## src/rtl/square_animator.sv

```systemverilog
// square_animator
//   Frame-paced square sprite animator. Each accepted tick_en erases the
//   SIZE x SIZE square at its current position, moves it STEP pixels per axis
//   with edge bounce, then redraws it, streaming one pixel per cycle into a
//   VGA adapter write port.
//
//   Sequence: IDLE -> ERASE (SIZE*SIZE plots, BG) -> UPDATE (1 cycle)
//             -> DRAW (SIZE*SIZE plots, FG) -> DONE (1 cycle, frame_done) -> IDLE
//
// Ports
//   clock       in   system clock
//   reset       in   synchronous, active-low
//   tick_en     in   frame enable, sampled every cycle
//   x_out       out  [7:0] pixel x
//   y_out       out  [6:0] pixel y
//   colour      out  [2:0] pixel colour
//   plot        out  write strobe, one pixel per high cycle
//   busy        out  frame sequence in progress
//   frame_done  out  one-cycle pulse in the DONE cycle
//   state_dbg   out  [2:0] current FSM state (debug observation only)
//
// Handshake: tick_en is a level sampled each cycle; a frame starts when it is
//   high in IDLE. The write port has no back-pressure: every cycle with
//   plot=1 carries exactly one pixel (x_out, y_out, colour).
//
// Build option: define TICK_LATCH_EN to remember one tick_en seen while busy
//   and start the next frame straight from DONE (busy stays high). Without
//   it, tick_en is ignored outside IDLE.
//
// All outputs are registered.

module square_animator #(
  parameter int         SIZE   = 4,
  parameter int         X_MAX  = 160,
  parameter int         Y_MAX  = 120,
  parameter int         X_INIT = 0,
  parameter int         Y_INIT = 0,
  parameter int         STEP   = 1,
  parameter logic [2:0] FG     = 3'b111,
  parameter logic [2:0] BG     = 3'b000
) (
  input  logic       clock,
  input  logic       reset,
  input  logic       tick_en,
  output logic [7:0] x_out,
  output logic [6:0] y_out,
  output logic [2:0] colour,
  output logic       plot,
  output logic       busy,
  output logic       frame_done,
  output logic [2:0] state_dbg
);

  localparam int PW = $clog2(SIZE);
  localparam int CW = 2 * PW;
  localparam logic [CW-1:0] CNT_LAST = CW'(SIZE * SIZE - 1);
  localparam logic [8:0] X_LIM  = 9'(X_MAX - SIZE);
  localparam logic [8:0] Y_LIM  = 9'(Y_MAX - SIZE);
  localparam logic [8:0] STEP9  = 9'(STEP);
  localparam logic [7:0] X_STEP = 8'(STEP);
  localparam logic [6:0] Y_STEP = 7'(STEP);
  localparam logic [7:0] X_RST  = 8'(X_INIT);
  localparam logic [6:0] Y_RST  = 7'(Y_INIT);

  typedef enum logic [2:0] {
    S_IDLE   = 3'd0,
    S_ERASE  = 3'd1,
    S_UPDATE = 3'd2,
    S_DRAW   = 3'd3,
    S_DONE   = 3'd4
  } state_t;

  state_t      state_q, state_d;
  logic [7:0]  x_q, x_d;
  logic [6:0]  y_q, y_d;
  logic        dx_neg_q, dx_neg_d;
  logic        dy_neg_q, dy_neg_d;
  logic [CW-1:0] cnt_q, cnt_d;
  logic [7:0]  x_out_q, x_out_d;
  logic [6:0]  y_out_q, y_out_d;
  logic [2:0]  colour_q, colour_d;
  logic        plot_q, plot_d;
  logic        busy_q, busy_d;
  logic        frame_done_q, frame_done_d;
`ifdef TICK_LATCH_EN
  logic        pend_q, pend_d;
`endif

  // Pixel counter: low half is the column (fastest), high half the row.
  logic [PW-1:0] px, py;
  logic [8:0]    x9, y9;
  assign px = cnt_q[PW-1:0];
  assign py = cnt_q[CW-1:PW];
  assign x9 = {1'b0, x_q};
  assign y9 = {2'b00, y_q};

  always_comb begin
    state_d      = state_q;
    x_d          = x_q;
    y_d          = y_q;
    dx_neg_d     = dx_neg_q;
    dy_neg_d     = dy_neg_q;
    cnt_d        = cnt_q;
    x_out_d      = x_out_q;
    y_out_d      = y_out_q;
    colour_d     = colour_q;
    plot_d       = 1'b0;
    busy_d       = 1'b1;
    frame_done_d = 1'b0;
`ifdef TICK_LATCH_EN
    pend_d       = pend_q;
`endif
    case (state_q)
      S_IDLE: begin
        busy_d = 1'b0;
        if (tick_en) state_d = S_ERASE;
      end
      S_ERASE, S_DRAW: begin
        plot_d   = 1'b1;
        colour_d = (state_q == S_ERASE) ? BG : FG;
        x_out_d  = x_q + 8'(px);
        y_out_d  = y_q + 7'(py);
        // Counter spans exactly SIZE*SIZE values, so it wraps to 0 on exit.
        cnt_d    = cnt_q + CW'(1);
        if (cnt_q == CNT_LAST) state_d = (state_q == S_ERASE) ? S_UPDATE : S_DRAW_EXIT();
      end
      S_UPDATE: begin
        // Bounce decisions use 9 bits so x+STEP cannot wrap.
        if (!dx_neg_q) begin
          if (x9 + STEP9 > X_LIM) begin dx_neg_d = 1'b1; x_d = x_q - X_STEP; end
          else                         x_d = x_q + X_STEP;
        end else begin
          if (x9 < STEP9) begin dx_neg_d = 1'b0; x_d = x_q + X_STEP; end
          else                 x_d = x_q - X_STEP;
        end
        if (!dy_neg_q) begin
          if (y9 + STEP9 > Y_LIM) begin dy_neg_d = 1'b1; y_d = y_q - Y_STEP; end
          else                         y_d = y_q + Y_STEP;
        end else begin
          if (y9 < STEP9) begin dy_neg_d = 1'b0; y_d = y_q + Y_STEP; end
          else                 y_d = y_q - Y_STEP;
        end
        state_d = S_DRAW;
      end
      S_DONE: begin
        frame_done_d = 1'b1;
        state_d      = S_IDLE;
`ifdef TICK_LATCH_EN
        // A remembered tick, or one arriving now, chains the next frame.
        if (pend_q || tick_en) begin
          pend_d  = 1'b0;
          state_d = S_ERASE;
        end
`endif
      end
      default: state_d = S_IDLE;
    endcase
`ifdef TICK_LATCH_EN
    if ((state_q == S_ERASE || state_q == S_UPDATE || state_q == S_DRAW) && tick_en)
      pend_d = 1'b1;
`endif
  end

  // DRAW always finishes into DONE; kept as a function so the ERASE/DRAW
  // shared branch reads as one line.
  function automatic state_t S_DRAW_EXIT();
    return S_DONE;
  endfunction

  always_ff @(posedge clock) begin
    if (!reset) begin
      state_q      <= S_IDLE;
      x_q          <= X_RST;
      y_q          <= Y_RST;
      dx_neg_q     <= 1'b0;
      dy_neg_q     <= 1'b0;
      cnt_q        <= '0;
      x_out_q      <= '0;
      y_out_q      <= '0;
      colour_q     <= '0;
      plot_q       <= 1'b0;
      busy_q       <= 1'b0;
      frame_done_q <= 1'b0;
`ifdef TICK_LATCH_EN
      pend_q       <= 1'b0;
`endif
    end else begin
      state_q      <= state_d;
      x_q          <= x_d;
      y_q          <= y_d;
      dx_neg_q     <= dx_neg_d;
      dy_neg_q     <= dy_neg_d;
      cnt_q        <= cnt_d;
      x_out_q      <= x_out_d;
      y_out_q      <= y_out_d;
      colour_q     <= colour_d;
      plot_q       <= plot_d;
      busy_q       <= busy_d;
      frame_done_q <= frame_done_d;
`ifdef TICK_LATCH_EN
      pend_q       <= pend_d;
`endif
    end
  end

  assign x_out      = x_out_q;
  assign y_out      = y_out_q;
  assign colour     = colour_q;
  assign plot       = plot_q;
  assign busy       = busy_q;
  assign frame_done = frame_done_q;
  assign state_dbg  = state_q;

endmodule

```

## config.mk

```make
export PLATFORM = sky130hd
export DESIGN_NAME = square_animator
export DESIGN_NICKNAME = d
export VERILOG_FILES = /design/src/rtl/square_animator.sv
export SDC_FILE = /design/constraint.sdc
export NUM_CORES = 1
export LEC_CHECK = 0
export CORE_ASPECT_RATIO = 1.75
export CORE_MARGIN = 2
export CORE_UTILIZATION = 56
export CTS_CLUSTER_DIAMETER = 40
export DETAILED_ROUTE_END_ITERATION = 10
export PLACE_DENSITY = 0.9
export SLEW_MARGIN = 20
export SYNTH_ARGS = -nofsm -noshare
export SYNTH_HDL_FRONTEND = slang
export SYNTH_SLANG_ARGS = --single-unit
```

## constraint.sdc

```tcl
create_clock -name clock -period 2.7 [get_ports clock]
set_clock_uncertainty 0.1 [all_clocks]
set_input_delay 0.54 -clock clock [delete_from_list [all_inputs] [get_ports clock]]
set_output_delay 0.54 -clock clock [all_outputs]
set_load 0.02 [all_outputs]
```

== Word-level counts from Yosys, hierarchy flattened ==
Index checks and enable logic that the tools add are counted.
Operators by class
  shift-type cells: 0
  order comparisons: 4
  reductions and logical operators: 3
  div/mod/pow operators: 0
  muxes and demuxes: 20
  $add $sub $neg: 9
  equality and inequality tests: 7
  bitwise operators: 0
  multiply operators: 0
Operators with widths (number)
  8-bit 2-to-1 mux: 3
  7-bit 2-to-1 mux: 3
  3-bit 2-to-1 mux: 4
  8-bit by 1-bit adder with 9-bit output, second input constant: 1
  9-bit by 8-bit greater-than comparator with 1-bit output, second input constant: 1
  1-bit 2-to-1 mux: 9
  3-bit case mux with 3 select lines: 1
  7-bit by 1-bit adder with 8-bit output, second input constant: 1
  8-bit by 1-bit adder with 8-bit output, second input constant: 1
  8-bit by 2-bit adder with 8-bit output: 1
  8-bit by 7-bit greater-than comparator with 1-bit output, second input constant: 1
  8-bit by 1-bit less-than comparator with 1-bit output, second input constant: 1
  8-bit by 1-bit subtractor with 8-bit output, second input constant: 1
  7-bit by 1-bit adder with 7-bit output, second input constant: 1
  7-bit by 2-bit adder with 7-bit output: 1
  7-bit by 1-bit less-than comparator with 1-bit output, second input constant: 1
  7-bit by 1-bit subtractor with 7-bit output, second input constant: 1
  3-bit by 2-bit == test with 1-bit output, second input constant: 2
  4-bit by 1-bit adder with 4-bit output, second input constant: 1
  4-bit == test, second input constant: 1
  2-bit != test, second input constant: 2
  3-bit by 1-bit == test with 1-bit output, second input constant: 1
  3-bit == test, second input constant: 1
  3-bit zero test: 1
  2 further kinds: 2
Word-level totals
  word-level logic and storage cells: 55
  RAM bits: 0
  flip-flop bits (word level): 45
  memory bits (read-only): 0
  output and inout bits: 24
  bits in latches: 0
  input bits: 3
  memories kept: 0

== Logic depth before layout (Yosys ltp) ==
Gate-level depths: netlist of run 1.
  depth after elaboration: 4
  depth in mapped cells: 8
  mapped depth without buffers: 8

== Worst setup path before layout of run 1 ==
Ideal clock, no wire load.
  kind: register -> register
  from: reg y_q[0]
  to: reg y_q[3]
  path buffers: 0
  required time: 2.472 ns
  arrival: 2.020 ns
  stages on the path, launching flop included: 7
  clock period less this slack: 2.248 ns
  library setup time: 0.128 ns
  slack: 0.452 ns
  cell sequence: dfxtp_1 > or3_4 > o41a_1 > a221oi_4 > mux2_4 > xnor2_1 > nor2_1
On the way
  longest elaborated chain between the ends: 4
  elaborated cells on any way between the ends: 8
  those cells by class: 3 x add/sub; 2 x order compare; 3 x mux
Ends and longest elaborated chain
  from (decl): RTL line 75  | logic [6:0] y_q, y_d;
  from (signal assigned): RTL line 190  | y_q <= y_d;
  7-bit by 1-bit adder with 8-bit output: RTL line 137  | if (y9 + STEP9 > Y_LIM) begin dy_neg_d = 1'b1; y_d = y_q - Y_STEP; end
  8-bit by 7-bit greater-than comparator with 1-bit output: RTL line 137
  7-bit 2-to-1 mux: RTL line 137
  7-bit 2-to-1 mux (*): RTL line 136  | if (!dy_neg_q) begin
Every way passes the cells marked *; elsewhere a longest branch is shown, timed or not.
A chain may end at the register's enable or synchronous reset.

== Worst setup path in the final report of run 1 ==
  from: reg x_q[3]
  to: reg x_q[4]
On the way
  longest elaborated chain between the ends: 4
  elaborated cells on any way between the ends: 8
  those cells by class: 3 x add/sub; 2 x order compare; 3 x mux
Ends and longest elaborated chain
  from (decl): RTL line 74  | logic [7:0] x_q, x_d;
  from (signal assigned): RTL line 173  | x_q <= X_RST;
  from (signal assigned): RTL line 189  | x_q <= x_d;
  8-bit by 1-bit adder with 9-bit output: RTL line 130  | if (x9 + STEP9 > X_LIM) begin dx_neg_d = 1'b1; x_d = x_q - X_STEP; end
  9-bit by 8-bit greater-than comparator with 1-bit output: RTL line 130
  8-bit 2-to-1 mux: RTL line 130
  8-bit 2-to-1 mux (*): RTL line 129  | if (!dx_neg_q) begin
Marks and branches as above.

==> metrics.txt, run 1 <==
# TYPE chip_impl_metric gauge
chip_impl_metric{name="layout.cells.non_filler",unit=""} 376
chip_impl_metric{name="pin_count",unit=""} 27
chip_impl_metric{name="insertion_delay",unit="ps"} 290
chip_impl_info{name="worst_flop_to_flop_path_startpoint",value="x_q[3]"} 1
chip_impl_metric{name="layout-area-overhead-vs-synth",unit="%"} 16.6
chip_impl_metric{name="report.final.slew_viol_count",unit=""} 0
chip_impl_metric{name="power_leakage",unit="nW"} 1.04
chip_impl_metric{name="synth_sequential_area_ratio",unit="%"} 34.5
chip_impl_info{name="yosysMostFrequentCell",value="dfxtp_1"} 1
chip_impl_metric{name="htree_num_levels",unit=""} 2
chip_impl_info{name="critical_path.startpoint",value="x_q[3]"} 1
chip_impl_metric{name="grt_use_total",unit="%"} 25.2
chip_impl_metric{name="async_flop_share",unit="%"} 0
chip_impl_metric{name="antenna_cells_inserted",unit=""} 0
chip_impl_metric{name="cap_viol_max_count",unit=""} 0
chip_impl_info{name="post-synth-top-area-cell",value="dfxtp_1"} 1
chip_impl_metric{name="fin_hold_ws",unit="ps"} 355
chip_impl_metric{name="ant_nets",unit=""} 0
chip_impl_metric{name="drt_first_pass_iters",unit=""} 4
chip_impl_metric{name="tritoncts.num_buffers",unit=""} 5
chip_impl_metric{name="overall_via_count_from_detail_route",unit=""} 2262
chip_impl_metric{name="timing.critical_path.required",unit="ps"} 2820
chip_impl_metric{name="detailed_place_hpwl",unit="mm"} 4.19
chip_impl_metric{name="grt_overflow_total",unit=""} 0
chip_impl_metric{name="clk_transition_reported_paths",unit="ps"} 90
chip_impl_info{name="critical_path.endpoint_type",value="register"} 1
chip_impl_metric{name="power.ir.vdd_worst",unit="uV"} 425
chip_impl_info{name="rsz0062_at_grt",value="false"} 1
chip_impl_metric{name="fin_nets",unit=""} 338
chip_impl_info{name="clockRootBuffer",value="clkbuf_8"} 1
chip_impl_info{name="worstSetupPathType",value="reg -> reg"} 1
chip_impl_metric{name="port_buffers",unit=""} 26
chip_impl_info{name="main_flop_type_after_synthesis",value="dfxtp_1"} 1
chip_impl_metric{name="finalSetupViolCount",unit=""} 0
chip_impl_metric{name="max-slew-margin-rel",unit="%"} 53.1
chip_impl_metric{name="final_report_hold_violation_count",unit=""} 0
chip_impl_metric{name="power_density",unit="nW/um^2"} 439
chip_impl_info{name="holdCritPathClass",value="reg -> reg"} 1
chip_impl_metric{name="critical_path_arrival",unit="ps"} 2610
chip_impl_metric{name="grt_max_degree",unit=""} 21
chip_impl_metric{name="synthesis.nets",unit=""} 318
chip_impl_metric{name="placed_cell_area",unit="sq um"} 2790
chip_impl_metric{name="gate_count_post_synth",unit=""} 304
chip_impl_info{name="critical_path.startpoint_type",value="register"} 1
chip_impl_metric{name="synth.avg_cell_area",unit="sq um"} 8.22
chip_impl_metric{name="minimum_clock_period_after_layout",unit="ps"} 2490
chip_impl_info{name="tritoncts_clock_tree",value="built"} 1
chip_impl_metric{name="core",unit="sq um"} 4360
chip_impl_metric{name="worstMarginPinSlew",unit="ps"} 694
chip_impl_metric{name="drt_first_iter_violations",unit=""} 89
chip_impl_metric{name="grt_pass1_vias",unit=""} 2128
chip_impl_metric{name="drc_errors",unit=""} 0
chip_impl_metric{name="ys.warnings.count",unit=""} 0
chip_impl_metric{name="rows",unit=""} 32
chip_impl_info{name="netlist_top_cells_area",value="dfxtp_1, nand2_1, xnor2_1"} 1
chip_impl_metric{name="postCtsSetupBuffers",unit=""} 0
chip_impl_info{name="outcome",value="completed"} 1
chip_impl_info{name="hp-start",value="y_out[2]"} 1
chip_impl_metric{name="maxClockFrequency",unit="MHz"} 402
chip_impl_metric{name="grt_first_pass_wirelength",unit="mm"} 9.56
chip_impl_metric{name="initial_antenna_violation_count",unit=""} 0
chip_impl_metric{name="yosysUniqueCellTypes",unit=""} 51
chip_impl_metric{name="setup-tns-final",unit="ps"} 0
chip_impl_metric{name="ys_ff_latch",unit=""} 43
chip_impl_metric{name="synth_enable_flop_cells",unit=""} 0
chip_impl_metric{name="post_drt_via_cell_ratio",unit=""} 6.02
chip_impl_metric{name="placedCellCount",unit=""} 368
chip_impl_metric{name="stdcell_area",unit="sq um"} 2910
chip_impl_metric{name="drive_gt1_share",unit="%"} 8.92
chip_impl_metric{name="number_of_sinks_on_the_clock_net",unit=""} 43
chip_impl_metric{name="finalWeightedCongestion",unit=""} 0.924
chip_impl_metric{name="post_drt_wl_per_cell",unit="um"} 15.3
chip_impl_metric{name="final_design_utilization",unit="%"} 66.8
chip_impl_metric{name="area_of_the_die",unit="sq um"} 5030
chip_impl_metric{name="period_share",unit="%"} 92.2
chip_impl_metric{name="fp.dieH",unit="um"} 92.4
chip_impl_metric{name="floorplan.initialDensity",unit="%"} 57.3
chip_impl_metric{name="crit_fanout",unit=""} 12
chip_impl_metric{name="clock_tree.buffer_depth",unit=""} 2
chip_impl_metric{name="post-synth-top-area-fraction",unit="%"} 34.5
chip_impl_metric{name="die_width",unit="um"} 54.5
chip_impl_metric{name="synthesis.area",unit="sq um"} 2500
chip_impl_metric{name="wirelength",unit="mm"} 5.76
chip_impl_info{name="ys_top_cells_by_count",value="dfxtp_1, nand2_1, nor2_1"} 1
metrics by stage:
stage / total power [mW] / setup WS (ps)
2_1_floorplan: 0.740 / 452
3_3_place_gp: 0.785 / 326
3_5_place_dp: 0.788 / 261
4_1_cts: 1.28 / 214
5_1_grt: 1.32 / 42.6
6_report: 1.28 / 210
layer usage:
metal | share of wire (%) | global-route usage, % | up-vias
met3 | 3.3 | 3.87 | 20
met5 | 0 | 0 | -
met2 | 55 | 44.0 | 78
li1 | - | - | 1092
met4 | 3.7 | 13.5 | 0
met1 | 38 | 27.3 | 1072
state kept, by name, summed over array words and instances (netlist names):
| signal | count |
|---|---|
| cnt_q | 4 |
| y_out | 7 |
| x_q | 8 |
| frame_done | 1 |
| busy | 1 |
| dx_neg_q | 1 |
| colour | 1 |
| state_dbg | 3 |
| y_q | 7 |
| x_out | 8 |
| plot | 1 |
| dy_neg_q | 1 |
path summary, 6_finish.rpt:
path | end | slack, ps | cells past startpoint
setup / recovery | x_q[4] | 210 | 5
hold / removal | y_out[2] | 360 | 2
setup reg to reg | x_q[4] | 210 | 5
hold reg to reg | y_out[2] | 360 | 2
power breakdown:
group          switching [mW]  internal (mW)
Sequential             0.0130          0.651
Combinational          0.0613         0.0479
Clock                   0.229          0.276
timing repair:
action / 4_1_cts / 5_1_grt
endpoints found under the setup margin: 0 / 1
resized for setup: 0 / 1
hold buffers: 0 / 0
worst max-delay path, cell delays in order, from the launching register on:
cell     delay (ps)
dfxtp_1         590
nand4_1         270
o41ai_1         640
a21o_1          310
mux2i_1         310
mux2i_1         200
placed cells by master, fill, tap and decap left out, drive strengths merged, types with 6 or more instances in the layout:
| cell type | Yosys | layout |
|---|---|---|
| nand2 | 40 | 40 |
| a21oi | 13 | 13 |
| mux2i | 13 | 13 |
| nor2 | 30 | 30 |
| nor3 | 11 | 11 |
| clkdlybuf4s50 | 0 | 26 |
| ha | 9 | 9 |
| inv | 13 | 13 |
| buf | 4 | 12 |
| o21ai | 6 | 6 |
| xor2 | 6 | 6 |
| a211oi | 11 | 11 |
| xnor2 | 16 | 16 |
| dfxtp | 43 | 43 |
| nand3 | 12 | 12 |
logic make-up (layout without fill, tap and decap cells):
group,Yosys count,count (layout),synth area share [%]
compound gates,52,52,15.4
mux,14,14,5.81
fa+ha+maj,12,12,6.51
buf+inv,38,59,6.81
xor+xnor,22,22,7.71
flops,43,43,34.5
simple gates,123,123,23.3
layout make-up:
cell class	instances	area [sq um]
Tap cell	51	63.8
Clock inverter	3	43.8
Sequential cell	43	861
Timing Repair Buffer	38	350
Fill cell	341	1450
Clock buffer	5	68.8
Inverter	13	48.8
Multi-Input combinational cell	223	1480
No activity file was read; power rests on OpenSTA's default activity.
==> run 2: changes to the inputs <==
--- a/config.mk
+++ b/config.mk
@@ -5,13 +5,13 @@
 export SDC_FILE = /design/constraint.sdc
 export NUM_CORES = 1
 export LEC_CHECK = 0
+export ABC_CLOCK_PERIOD_IN_PS = 2700
 export CORE_ASPECT_RATIO = 1.75
 export CORE_MARGIN = 2
-export CORE_UTILIZATION = 56
+export CORE_UTILIZATION = 40
 export CTS_CLUSTER_DIAMETER = 40
 export DETAILED_ROUTE_END_ITERATION = 10
-export PLACE_DENSITY = 0.9
-export SLEW_MARGIN = 20
+export PLACE_DENSITY = 0.71
 export SYNTH_ARGS = -nofsm -noshare
 export SYNTH_HDL_FRONTEND = slang
 export SYNTH_SLANG_ARGS = --single-unit
==> run 2 against run 1 <==
Routed wire length shrank 7.2%. Register-to-register slack gained 40 ps. Sequential power is essentially flat. Critical endpoint is now x_q[3]. First-iteration DRC count grew 49%. Fmax grew 1.6%. Highest routed layer unchanged. Largest power group unchanged. Sequential share of layout area is essentially flat. Critical path type unchanged.
==> metrics.txt, run 2 (synthesized netlist as in run 1, its figures left out) <==
# TYPE chip_impl_metric gauge
chip_impl_metric{name="grt_overflow_total",unit=""} 0
chip_impl_info{name="timing.critical_path.mode_cell",value="mux2i_1"} 1
chip_impl_metric{name="power_leakage",unit="nW"} 1.02
chip_impl_metric{name="layout.cells.non_filler",unit=""} 404
chip_impl_metric{name="placedCellCount",unit=""} 396
chip_impl_info{name="clockRootBuffer",value="clkbuf_8"} 1
chip_impl_info{name="critical_path.endpoint_type",value="register"} 1
chip_impl_metric{name="postCtsSetupBuffers",unit=""} 0
chip_impl_metric{name="placed_cell_area",unit="sq um"} 2820
chip_impl_metric{name="pin_count",unit=""} 27
chip_impl_metric{name="wirelength",unit="mm"} 5.34
chip_impl_metric{name="ant_nets",unit=""} 0
chip_impl_metric{name="drt_first_iter_violations",unit=""} 133
chip_impl_metric{name="initial_antenna_violation_count",unit=""} 0
chip_impl_metric{name="period_share",unit="%"} 90.8
chip_impl_info{name="outcome",value="completed"} 1
chip_impl_info{name="tritoncts_clock_tree",value="built"} 1
chip_impl_metric{name="drc_errors",unit=""} 0
chip_impl_metric{name="cts.hold.buffers_added",unit=""} 0
chip_impl_metric{name="number_of_sinks_on_the_clock_net",unit=""} 43
chip_impl_metric{name="worst-r2r-cell-count",unit=""} 7
chip_impl_metric{name="core",unit="sq um"} 6130
chip_impl_metric{name="htree_num_levels",unit=""} 2
chip_impl_info{name="crit_path_cell_trace",value="ha_1, inv_1, maj3_1, a311o_1, a21oi_2, mux2i_1, mux2i_1"} 1
chip_impl_metric{name="critical_path.max_stage_delay",unit="ps"} 450
chip_impl_metric{name="minimum_clock_period_after_layout",unit="ps"} 2450
chip_impl_metric{name="stdcell_area",unit="sq um"} 2920
chip_impl_metric{name="drt_first_pass_iters",unit=""} 4
chip_impl_info{name="worstSetupPathType",value="reg -> reg"} 1
chip_impl_metric{name="die_width",unit="um"} 63.7
chip_impl_metric{name="post_drt_wl_per_cell",unit="um"} 13.2
chip_impl_metric{name="timing.critical_path.buf_inv",unit=""} 1
chip_impl_metric{name="fin_nets",unit=""} 337
chip_impl_metric{name="insertion_delay",unit="ps"} 300
chip_impl_metric{name="grt_pass1_vias",unit=""} 1956
chip_impl_metric{name="finalSetupViolCount",unit=""} 0
chip_impl_metric{name="drive_gt1_share",unit="%"} 8.64
chip_impl_metric{name="timing.critical_path.required",unit="ps"} 2840
chip_impl_metric{name="cap_viol_max_count",unit=""} 0
chip_impl_info{name="worst_r2r_endpoint",value="x_q[3]"} 1
chip_impl_metric{name="area_of_the_die",unit="sq um"} 6920
chip_impl_metric{name="maxClockFrequency",unit="MHz"} 408
chip_impl_info{name="min_delay_worst_endpoint",value="y_out[2]"} 1
chip_impl_metric{name="worstMarginPinSlew",unit="ps"} 568
chip_impl_metric{name="fp.dieH",unit="um"} 109
chip_impl_metric{name="rows",unit=""} 38
chip_impl_metric{name="power_density",unit="nW/um^2"} 411
chip_impl_info{name="critical_path.startpoint",value="x_q[1]"} 1
chip_impl_metric{name="post_drt_via_cell_ratio",unit=""} 5.33
chip_impl_info{name="worst_path_max_delay_cell",value="dfxtp_1"} 1
chip_impl_metric{name="tritoncts.num_buffers",unit=""} 5
chip_impl_metric{name="final_report_hold_violation_count",unit=""} 0
chip_impl_metric{name="overall_via_count_from_detail_route",unit=""} 2152
chip_impl_info{name="worst_flop_to_flop_path_startpoint",value="x_q[1]"} 1
chip_impl_info{name="critPathTopFamily",value="compound AO/OA/AOI/OAI gates"} 1
chip_impl_metric{name="floorplan.initialDensity",unit="%"} 40.7
chip_impl_metric{name="whs_path_depth",unit=""} 2
chip_impl_info{name="layout.cells.most_common_list",value="dfxtp_1, nand2_1, nor2_1"} 1
chip_impl_metric{name="antenna_cells_inserted",unit=""} 0
chip_impl_info{name="critical_path.startpoint_type",value="register"} 1
chip_impl_metric{name="power.ir.vdd_worst",unit="uV"} 194
chip_impl_metric{name="cts_repair_resize_count",unit=""} 0
chip_impl_metric{name="ff2ff_setup_slack",unit="ps"} 250
chip_impl_metric{name="grt_use_total",unit="%"} 16.4
chip_impl_info{name="hp-start",value="y_out[2]"} 1
chip_impl_metric{name="crit_fanout",unit=""} 8
chip_impl_metric{name="finalWeightedCongestion",unit=""} 0.884
chip_impl_metric{name="layout-area-overhead-vs-synth",unit="%"} 16.7
chip_impl_metric{name="setup-tns-final",unit="ps"} 0
chip_impl_info{name="holdCritPathClass",value="reg -> reg"} 1
chip_impl_metric{name="clk_transition_reported_paths",unit="ps"} 90
chip_impl_metric{name="detailed_place_hpwl",unit="mm"} 3.91
chip_impl_metric{name="grt_max_degree",unit=""} 32
chip_impl_metric{name="port_buffers",unit=""} 26
chip_impl_info{name="rsz0062_at_grt",value="false"} 1
chip_impl_metric{name="critical_path_arrival",unit="ps"} 2590
chip_impl_metric{name="clock_tree.buffer_depth",unit=""} 2
chip_impl_metric{name="max-slew-margin-rel",unit="%"} 61.8
chip_impl_info{name="layout_commonest_cell",value="dfxtp_1"} 1
chip_impl_metric{name="report.final.slew_viol_count",unit=""} 0
chip_impl_metric{name="fill_cells",unit=""} 579
chip_impl_metric{name="grt_first_pass_wirelength",unit="mm"} 8.89
## run 2: cell types whose count changed in the layout (fill, tap and decap cells not counted), sizes merged
cell	delta
buf	-1
bufinv	-1
clkinv	-2
clkinvlp	+2
inv	+1
## run 2: worst max-delay path by stage
stage	endpoint	slack, ps	cells past startpoint
after detailed placement	x_q[3]	270	7
after floorplan	y_q[3]	450	6
after global placement	x_q[3]	340	7
after global routing	y_q[3]	60	7
after CTS	x_q[3]	250	7
final	x_q[3]	250	7
## run 2: layout make-up
class / count / area (sq um) / area share (%)
Inverter: 13 / 48.8 / 1.67
Sequential cell: 43 / 861 / 29.5
Tap cell: 80 / 100 / 3.43
Multi-Input combinational cell: 223 / 1470 / 50.4
Clock inverter: 3 / 23.8 / 0.815
Timing Repair Buffer: 37 / 343 / 11.8
Clock buffer: 5 / 68.8 / 2.36
## run 2: per-layer routing
metal | global-route usage (%) | wire, um | vias up
met3 | 2.81 | 198 | 13
met1 | 17.2 | 2070 | 985
met2 | 29.6 | 2890 | 68
li1 | - | - | 1086
met4 | 10.6 | 187 | 0
met5 | 0 | 0 | -
## run 2: per-stage QoR
stage / hold WS (ps) / utilization, % / setup WS [ps] / total power, mW
detailed placement: 348 / 46.0 / 266 / 0.786
CTS: 358 / 47.5 / 254 / 1.21
global route: 377 / 47.5 / 60.6 / 1.25
global placement: 343 / 46.0 / 339 / 0.784
floorplan: 339 / - / 452 / 0.740
finish: 357 / 47.5 / 250 / 1.20
## run 2: worst register-to-register path: stages (launching register included)
cell     delay, ps
dfxtp_1        450
ha_1           310
inv_1           70
maj3_1         320
a311o_1        380
a21oi_2        300
mux2i_1        280
mux2i_1        190
## run 2: power by group
| group | leakage, nW | internal [mW] | switching (mW) | total [mW] |
|---|---|---|---|---|
| sequential | 0.349 | 0.651 | 0.0128 | 0.664 |
| combinational | 0.626 | 0.0464 | 0.0592 | 0.106 |
| clock | 0.0408 | 0.185 | 0.243 | 0.428 |
